## config.mk

```make
export PLATFORM = sky130hd
export DESIGN_NAME = dat_tx_flat
export DESIGN_NICKNAME = d
export VERILOG_FILES = /design/src/rtl/dat_tx_pkg.sv /design/src/rtl/dat_tx_if.sv /design/src/rtl/dat_tx_shifter.sv /design/src/rtl/dat_tx.sv /design/src/flat_wrapper.sv
export SDC_FILE = /design/constraint.sdc
export NUM_CORES = 1
export LEC_CHECK = 0
export ABC_CLOCK_PERIOD_IN_PS = 2400
export BUFFER_PORTS_ARGS = -buffer_cell sky130_fd_sc_hd__buf_2
export CAP_MARGIN = 20
export CORE_UTILIZATION = 40
export CTS_BUF_LIST = sky130_fd_sc_hd__clkbuf_4 sky130_fd_sc_hd__clkbuf_8
export DETAILED_ROUTE_END_ITERATION = 12
export MAX_ROUTING_LAYER = met4
export PLACE_DENSITY = 0.71
export SLEW_MARGIN = 20
export SYNTH_ARGS = -nofsm -noshare
export SYNTH_HDL_FRONTEND = slang
export SYNTH_SLANG_ARGS = --single-unit
```

## constraint.sdc

```tcl
create_clock -name clk -period 2.4 [get_ports clk]
set_input_delay 0.24 -clock clk [delete_from_list [all_inputs] [get_ports clk]]
set_output_delay 0.24 -clock clk [all_outputs]
set_load 0.01 [all_outputs]
```

## src/rtl/dat_tx_pkg.sv

```systemverilog
// dat_tx_pkg: shared definitions for the dat_tx serial transmitter.
//   state_t     - transmitter FSM states (idle, shifting a word, idle gap)
//   CNT_W       - width of the sent-word counter
//   bit_cnt_w() - bit-counter width for a given word width
//   gap_cnt_w() - gap-counter width for a given gap length
package dat_tx_pkg;

  typedef enum logic [1:0] {
    ST_IDLE  = 2'd0,
    ST_SHIFT = 2'd1,
    ST_GAP   = 2'd2
  } state_t;

  localparam int CNT_W = 4;

  // Counter indexes bit positions 0..width-1; never narrower than one bit.
  function automatic int bit_cnt_w(input int width);
    return (width <= 2) ? 1 : $clog2(width);
  endfunction

  // Counter indexes gap cycles 0..gap-1; a one-bit counter when gap is tiny or unused.
  function automatic int gap_cnt_w(input int gap);
    return (gap <= 2) ? 1 : $clog2(gap);
  endfunction

endpackage

```

## src/rtl/dat_tx_if.sv

```systemverilog
// dat_tx_if: parallel word load handshake into dat_tx.
//   load_data  - word to transmit (WIDTH bits)
//   load_valid - load_data is valid
//   load_ready - transmitter can accept a word this cycle
// Modports: master (word source), slave (dat_tx).
interface dat_tx_if #(
  parameter int WIDTH = 8
);
  logic [WIDTH-1:0] load_data;
  logic             load_valid;
  logic             load_ready;

  modport master (output load_data, output load_valid, input load_ready);
  modport slave  (input load_data, input load_valid, output load_ready);
endinterface

```

## src/rtl/dat_tx_shifter.sv

```systemverilog
// dat_tx_shifter: WIDTH-bit load/shift register with a bit counter.
//   clk, reset - clock, synchronous active-low reset
//   load, data - capture a new word (wins over shift)
//   shift      - shift left by one, zero fill
//   msb        - current serial bit (register MSB)
//   last       - registered flag: msb is bit 0 of the current word
// Zero fill means the register is all zeros once a word has shifted out,
// so msb doubles as the idle/gap value of the serial line.
module dat_tx_shifter
  import dat_tx_pkg::*;
#(
  parameter int WIDTH = 8
) (
  input  logic             clk,
  input  logic             reset,
  input  logic             load,
  input  logic             shift,
  input  logic [WIDTH-1:0] data,
  output logic             msb,
  output logic             last
);

  localparam int CW = bit_cnt_w(WIDTH);
  localparam logic [CW-1:0] CNT_PRE_LAST = CW'(WIDTH - 2);

  logic [WIDTH-1:0] sreg_r;
  logic [CW-1:0]    cnt_r;
  logic             last_r;

  // Shift register, bit position counter and last-bit flag.
  always_ff @(posedge clk) begin
    if (!reset) begin
      sreg_r <= '0;
      cnt_r  <= '0;
      last_r <= 1'b0;
    end else if (load) begin
      sreg_r <= data;
      cnt_r  <= '0;
      last_r <= 1'b0;
    end else if (shift) begin
      sreg_r <= {sreg_r[WIDTH-2:0], 1'b0};
      if (last_r) begin
        cnt_r  <= '0;
        last_r <= 1'b0;
      end else begin
        cnt_r  <= cnt_r + CW'(1);
        last_r <= (cnt_r == CNT_PRE_LAST);
      end
    end else begin
      sreg_r <= sreg_r;
      cnt_r  <= cnt_r;
      last_r <= last_r;
    end
  end

  assign msb  = sreg_r[WIDTH-1];
  assign last = last_r;

endmodule

```

## src/rtl/dat_tx.sv

```systemverilog
// dat_tx: serial bit-stream transmitter, MSB first, one bit per clock.
//   clk        - rising-edge clock
//   reset      - synchronous active-low reset
//   load_if    - word load handshake (slave side)
//   DAT        - serial data line, 0 when idle or in gap
//   busy       - shifting a word or inserting gap cycles
//   done       - high during the cycle carrying bit 0 of a word
//   sent_count - words fully transmitted, modulo 16
// A one-word buffer lets a word be accepted while another is shifting, so
// with GAP=0 consecutive words leave no dead cycle on DAT.
module dat_tx
  import dat_tx_pkg::*;
#(
  parameter int WIDTH = 8,
  parameter int GAP   = 0
) (
  input  logic             clk,
  input  logic             reset,
  dat_tx_if.slave          load_if,
  output logic             DAT,
  output logic             busy,
  output logic             done,
  output logic [CNT_W-1:0] sent_count
);

  localparam int GCW = gap_cnt_w(GAP);
  localparam logic [GCW-1:0] GAP_LAST = (GAP > 0) ? GCW'(GAP - 1) : '0;

  state_t           state_r;
  state_t           state_nxt_s;
  logic [WIDTH-1:0] buf_r;
  logic             buf_empty_r;
  logic [GCW-1:0]   gap_cnt_r;
  logic             busy_r;
  logic [CNT_W-1:0] count_r;

  logic             accept_s;
  logic             word_end_s;
  logic             gap_end_s;
  logic             free_s;
  logic             load_s;
  logic             shift_s;
  logic [WIDTH-1:0] load_word_s;
  logic             msb_s;
  logic             last_s;

  // Handshake and shifter-free decode. The shifter is free in IDLE, at the
  // end of a word when no gap follows, and on the final gap cycle; an
  // accept at any other time lands in the buffer. A full buffer blocks
  // accepts, so buffer and input never compete for the same load.
  always_comb begin
    accept_s    = load_if.load_valid & buf_empty_r;
    word_end_s  = (state_r == ST_SHIFT) & last_s;
    gap_end_s   = (state_r == ST_GAP) & (gap_cnt_r == GAP_LAST);
    free_s      = (state_r == ST_IDLE) | (word_end_s & (GAP == 0)) | gap_end_s;
    load_s      = free_s & (~buf_empty_r | accept_s);
    shift_s     = (state_r == ST_SHIFT) & ~load_s;
    if (!buf_empty_r) begin
      load_word_s = buf_r;
    end else begin
      load_word_s = load_if.load_data;
    end
  end

  // Next-state decode.
  always_comb begin
    state_nxt_s = state_r;
    case (state_r)
      ST_IDLE: begin
        if (load_s) begin
          state_nxt_s = ST_SHIFT;
        end else begin
          state_nxt_s = ST_IDLE;
        end
      end
      ST_SHIFT: begin
        if (!last_s) begin
          state_nxt_s = ST_SHIFT;
        end else if (GAP > 0) begin
          state_nxt_s = ST_GAP;
        end else if (load_s) begin
          state_nxt_s = ST_SHIFT;
        end else begin
          state_nxt_s = ST_IDLE;
        end
      end
      ST_GAP: begin
        if (!gap_end_s) begin
          state_nxt_s = ST_GAP;
        end else if (load_s) begin
          state_nxt_s = ST_SHIFT;
        end else begin
          state_nxt_s = ST_IDLE;
        end
      end
      default: begin
        state_nxt_s = ST_IDLE;
      end
    endcase
  end

  // FSM state, registered busy, gap counter, holding buffer and sent counter.
  always_ff @(posedge clk) begin
    if (!reset) begin
      state_r     <= ST_IDLE;
      busy_r      <= 1'b0;
      gap_cnt_r   <= '0;
      buf_r       <= '0;
      buf_empty_r <= 1'b1;
      count_r     <= '0;
    end else begin
      state_r <= state_nxt_s;
      busy_r  <= (state_nxt_s != ST_IDLE);

      if ((state_r == ST_GAP) && !gap_end_s) begin
        gap_cnt_r <= gap_cnt_r + GCW'(1);
      end else begin
        gap_cnt_r <= '0;
      end

      if (load_s && !buf_empty_r) begin
        buf_empty_r <= 1'b1;
      end else if (accept_s && !load_s) begin
        buf_r       <= load_if.load_data;
        buf_empty_r <= 1'b0;
      end else begin
        buf_r       <= buf_r;
        buf_empty_r <= buf_empty_r;
      end

      // last_s marks the bit-0 cycle of a word; the count steps as it ends.
      if (last_s) begin
        count_r <= count_r + CNT_W'(1);
      end else begin
        count_r <= count_r;
      end
    end
  end

  dat_tx_shifter #(
    .WIDTH (WIDTH)
  ) u_shifter (
    .clk   (clk),
    .reset (reset),
    .load  (load_s),
    .shift (shift_s),
    .data  (load_word_s),
    .msb   (msb_s),
    .last  (last_s)
  );

  assign load_if.load_ready = buf_empty_r;
  assign DAT                = msb_s;
  assign busy               = busy_r;
  assign done               = last_s;
  assign sent_count         = count_r;

endmodule

```

## src/flat_wrapper.sv

```systemverilog
// flat-port wrapper written by rule: the top's interface ports become plain ports
module dat_tx_flat import dat_tx_pkg::*;
#(
  parameter int WIDTH = 8,
  parameter int GAP   = 0
)
  (clk, reset, DAT, busy, done, sent_count, load_if_load_data, load_if_load_valid, load_if_load_ready);
  dat_tx_if #(.WIDTH(WIDTH)) load_if_i ();
  input  logic clk;
  input  logic reset;
  output logic DAT;
  output logic busy;
  output logic done;
  output logic [CNT_W-1:0] sent_count;
  input wire logic [$bits(load_if_i.load_data)-1:0] load_if_load_data;
  input wire logic [$bits(load_if_i.load_valid)-1:0] load_if_load_valid;
  output wire logic [$bits(load_if_i.load_ready)-1:0] load_if_load_ready;
  assign load_if_i.load_data = load_if_load_data;
  assign load_if_i.load_valid = load_if_load_valid;
  assign load_if_load_ready = load_if_i.load_ready;
  dat_tx #(.WIDTH(WIDTH), .GAP(GAP)) u_core (.clk(clk), .reset(reset), .load_if(load_if_i), .DAT(DAT), .busy(busy), .done(done), .sent_count(sent_count));
endmodule
```

# Word-level counts from Yosys, hierarchy flattened
# Index checks and enable logic that the tools add are counted.
# classes
add_sub_neg,3
multipliers,0
n_div,0
n_lt_le_gt_ge,0
eq_ne,3
shift,0
muxes,9
bitwise_logic,13
n_reduce_logical,13
# ops
op,count
$mux 8,3
$pmux 2 s3,1
$and 1x1->1,5
$not 1->1,5
$add 4x1->4 const B,1
$mux 2,2
$reduce_and 2->1,2
$reduce_bool 2->1,2
$reduce_or 2->1,2
$add 3x1->3 const B,1
$eq 3x3->1 const B,1
$logic_and 1x1->1,3
$logic_not 1->1,3
$mux 3,1
$or 1x1->1,3
$eq 2x1->1 const B,1
$eq 2x2->1 const B,1
$logic_not 2->1,1
$mux 1,2
$add 1x1->1 const B,1
# word_totals
ff_bits,29
latchBits,0
ramBits,0
romBits,0
input_bits,11
output_inout_bits,8
wordCells,50
n_memories,0

# Logic depth before layout (Yosys ltp)
# depth
ltp_word,9
mapped_depth,6
ltp_nobuf,6

# By module
# A second synthesis with hierarchy kept.
# unflattened
hier_cells,144
area_unflattened_um2,1427.6
# by_module_without_submodules
mod,n_inst,cells_per_inst,area_each_um2,seq_area_each_um2
dat_tx,1,87,817.0,340.3
dat_tx_shifter,1,57,610.6,240.2

# Worst setup path before layout
# Ideal clock, no wire load.
# synth_timing
path_type,register -> register
startpoint,register u_core.buf_empty_r (netlist: u_core.load_if.load_ready)
endpoint,register u_core.u_shifter.sreg_r[7]
arrival_ps,1155
required_time_ps,2284
setup_slack_ps,1128
path_stages_with_launch,7
n_path_buf,2
cell_sequence,dfxtp_1 > buf_2 > nand2b_1 > o21ai_4 > buf_4 > nand2_1 > o211a_1
# synth_between
elab_chain_cells,6
# synth_lines
item,line_no,text
from (decl),dat_tx.sv:32,logic buf_empty_r;
from (signal assigned),dat_tx.sv:128,buf_empty_r <= buf_empty_r;
$and 1x1->1 / $not 1->1 (equally long branches),"dat_tx.sv:52, dat_tx.sv:56",
$or 1x1->1,dat_tx.sv:56,load_s = free_s & (~buf_empty_r | accept_s);
$and 1x1->1,dat_tx.sv:56,
$not 1->1,dat_tx.sv:57,shift_s = (state_r == ST_SHIFT) & ~load_s;
$and 1x1->1,dat_tx.sv:57,
$reduce_bool 2->1 (no line),-,
to (signal assigned),dat_tx_shifter.sv:37,sreg_r <= data;
to (signal assigned),dat_tx_shifter.sv:41,"sreg_r <= {sreg_r[WIDTH-2:0], 1'b0};"
to (signal assigned),dat_tx_shifter.sv:50,sreg_r <= sreg_r;
to (decl),dat_tx_shifter.sv:26,logic [WIDTH-1:0] sreg_r;
# Several ways; a longest one is shown, not always the timed one.
# A chain may end at the register's enable or synchronous reset.

# Worst setup path after layout
# layout_timing
startpoint,register u_core.state_r[1]
endpoint,register u_core.u_shifter.sreg_r[6]
# layout_between
elab_chain_cells,8
# layout_lines
item,line_no,text
from (decl),dat_tx.sv:29,state_t state_r;
from (signal assigned),dat_tx.sv:112,state_r <= state_nxt_s;
$eq 2x1->1,"dat_tx.sv:53, dat_tx.sv:57",
$and 1x1->1,dat_tx.sv:53,word_end_s = (state_r == ST_SHIFT) & last_s;
$or 1x1->1 (2 in series),dat_tx.sv:55,free_s = (state_r == ST_IDLE) | (word_end_s & (GAP == 0)) | gap_end_s;
$and 1x1->1,dat_tx.sv:56,
$not 1->1,dat_tx.sv:57,
$and 1x1->1,dat_tx.sv:57,
$reduce_bool 2->1 (no line),-,
# Several ways; a longest one is shown, not always the timed one.

==> impl_metrics.yaml <==
setup_path:
  startpoint_type: "flip-flop"
  crit_slowest_cell: "nand2b_1"
  regToRegStartpoint: "u_core.state_r[1]"
  path_cells: "nand2b_1 -> mux2i_1 -> nand2_1 -> o211a_1"
  reg2reg_depth: 4
  critPathArrivalTime_ns: 1.87
  required_ns: 2.62
  r2r_end: "u_core.u_shifter.sreg_r[6]"
  worstPathMaxFanout: 16
  cpPeakStageDelay_ns: 0.59
  cp-end-kind: "flip-flop"
  criticalPathCategory: "flip-flop to flip-flop"
  crit_path_start: "u_core.state_r[1]"
  reg2reg_slack_ns: 0.76
min_path:
  hold_class: "primary input to flip-flop"
  min_path_cells: 3
  hold_end: "u_core.buf_r[3]"
  hold_path_startpoint: "load_if_load_data[3]"
floorplan:
  die_x_um: 60.39
  die_area_um2: 3647
  start_util_pct: 43.25
  core_um2: 3153
  ioPinCount: 19
  rows: 20
  die_h_um: 60.39
outcome:
  status: "finished, final reports clean"
finish:
  final_common_cell: "dfxtp_1"
  drive_above_1_share_pct: 24.22
  num-nets-final: 174
  antenna_cells: 0
  final_cell_mix: "dfxtp_1, nand2_1, buf_2, mux2i_1, nand3_1"
  areaGrowthSynthToFinish_pct: 11.19
  fin_cells: 205
  finalInstanceArea_um2: 1516
timing:
  drv_slew: 0
  hold_viol: 0
  rsz0062_at_grt: "no"
  min_period_ns: 1.644
  fmax_mhz: 608.4
  slew_headroom_pct: 52.98
  tightestPinTransition_ns: 0.7053
  finalSetupViolCount: 0
  finClkSkew_ns: 0.01145
  fin_setup_tns_ns: 0
  period_share_pct: 68.48
power:
  p_leak_nw: 0.7087
  power_density_nw_per_um2: 644.2
  peakVddDrop_mv: 0.4887
clocking:
  cts_buffers: 5
  ctsHoldBuffers: 0
  clock-root-buffer: "clkbuf_4"
  cts_tree: "done"
  cts_buffer_depth: 2
  cts.clk_slew.worst_paths_ns: 0.10
  post_cts_buffers: 0
  htreeDepth: 2
  cts.sinks: 29
  clk_latency_ns: 0.33
  cts.repair.resized: 0
synth:
  yosysSeqAreaShare_pct: 42.57
  synth.avg_cell_area_um2: 9.471
  async_flop_share_pct: 0
  synth_edf_count: 0
  synth_area_um2: 1364
  synth_fp_nets: 158
  ys_warn_count: 0
  synth_ff_type: "dfxtp_1"
  synth_cell_type_count: 35
  syn_inst: 144
  ys_ff_latch: 29
drt:
  drt-pass1-iter-count: 4
  viasPerCell: 5.000
  vias: 1025
  antenna_left: 0
  post_drt_wl_per_cell_um: 11.25
  drc: 0
  dr.first_iter.drc_count: 20
  routed_wl_mm: 2.307
place:
  postPlaceCellArea_um2: 1446
  numPortBuffers: 18
  dp_hpwl_mm: 1.667
  gp_congestion: 0.7619
  dp.cells: 197
flow_run:
  cap_violations: 0
grt:
  grt_pass1_wl_mm: 4.029
  antenna_found_initial: 0
  grt_max_degree: 34
  overflow: 0
  grt.total_usage_pct: 16.09
  first_global_vias: 980
==> power breakdown <==
| group | internal, mW | total, mW | leakage, nW | switching, mW |
|---|---|---|---|---|
| combinational | 0.0547 | 0.119 | 0.430 | 0.0646 |
| clock | 0.170 | 0.335 | 0.0413 | 0.166 |
| sequential | 0.507 | 0.522 | 0.237 | 0.0155 |
==> stage by stage <==
| step | hold slack, ns | power (mW) | setup slack [ns] | utilization (%) |
|---|---|---|---|---|
| after detailed placement | 0.4487 | 0.6539 | 0.7704 | 45.87 |
| after CTS | 0.1366 | 0.9917 | 0.7458 | 48.10 |
| after global placement | 0.4351 | 0.6474 | 0.8322 | 45.87 |
| final | 0.1439 | 0.9769 | 0.7564 | 48.10 |
| after floorplan | 0.3704 | 0.6335 | 1.128 | - |
| after global routing | 0.1415 | 1.039 | 0.5951 | 48.10 |
==> final cells by class <==
cell class / count / area [um2]
fill: 315 / 1637
sequential: 29 / 580.6
clock buffer: 7 / 65.06
timing repair buffer: 19 / 97.59
clock inverter: 1 / 5.005
tap: 44 / 55.05
inverter: 1 / 3.754
multi-input combinational: 104 / 709.4
==> Yosys cell counts, types with 3 or more instances <==
cell       n  share of area [%]
nor2_1     5                1.4
mux2i_1    9                6.6
ha_1       3                2.8
o21a_1     3                1.7
mux2_2     7                5.8
nand2_1   21                5.8
nor3_1     4                1.5
a21oi_1    6                2.2
o211a_1    7                5.1
nor2b_1    3                1.4
clkbuf_1   4                1.1
nand3_1    9                3.3
and2_1     3                1.4
dfxtp_1   29                 43
o21ai_0    7                2.6
==> sequential cells by signal, summed over array words and instances, names as in the netlist <==
name and flops:
u_core.sent_count 4, u_core.u_shifter.cnt_r 3, u_core.load_if.load_ready 1, u_core.u_shifter.last 1, u_core.gap_cnt_r 1, u_core.u_shifter.sreg_r 8
u_core.busy 1, u_core.state_r 2, u_core.buf_r 8
==> cell families (layout without fill, tap and decap cells) <==
kind of cell	count (synthesis)	in the layout	synth area share, %
simple gates	54	54	20.37
flops	29	29	42.57
compound gates	27	27	14.31
mux	16	16	12.39
buf+inv	11	28	5.412
fa+ha+maj	3	3	2.753
xor+xnor	3	3	1.927
other cells	1	1	0.2750
==> routing by layer <==
layer	global-route usage, %	up-vias	part of all wire [%]	wire [um]
met5	-	-	0	0
met4	8.970	0	2.4	55
met3	7.036	7	4.4	102
met2	24.96	20	49	1133
met1	17.07	471	44	1016
li1	-	527	-	-
==> worst max-delay path by stage <==
stage / endpoint / slack, ns
floorplan: u_core.u_shifter.sreg_r[7] / 1.13
global placement: u_core.u_shifter.sreg_r[0] / 0.83
detailed placement: u_core.u_shifter.sreg_r[6] / 0.77
CTS: u_core.u_shifter.sreg_r[6] / 0.75
global route: u_core.u_shifter.sreg_r[6] / 0.60
finish: u_core.u_shifter.sreg_r[6] / 0.76
==> critical path: cells and delay by family, from the launching register on <==
family	cells	cell delay, ns
DFF	1	0.42
AOI/OAI and AO/OA	1	0.14
and+or+nand+nor	2	0.68
muxes	1	0.29
Note: power is estimated with default switching activity, not from simulation.
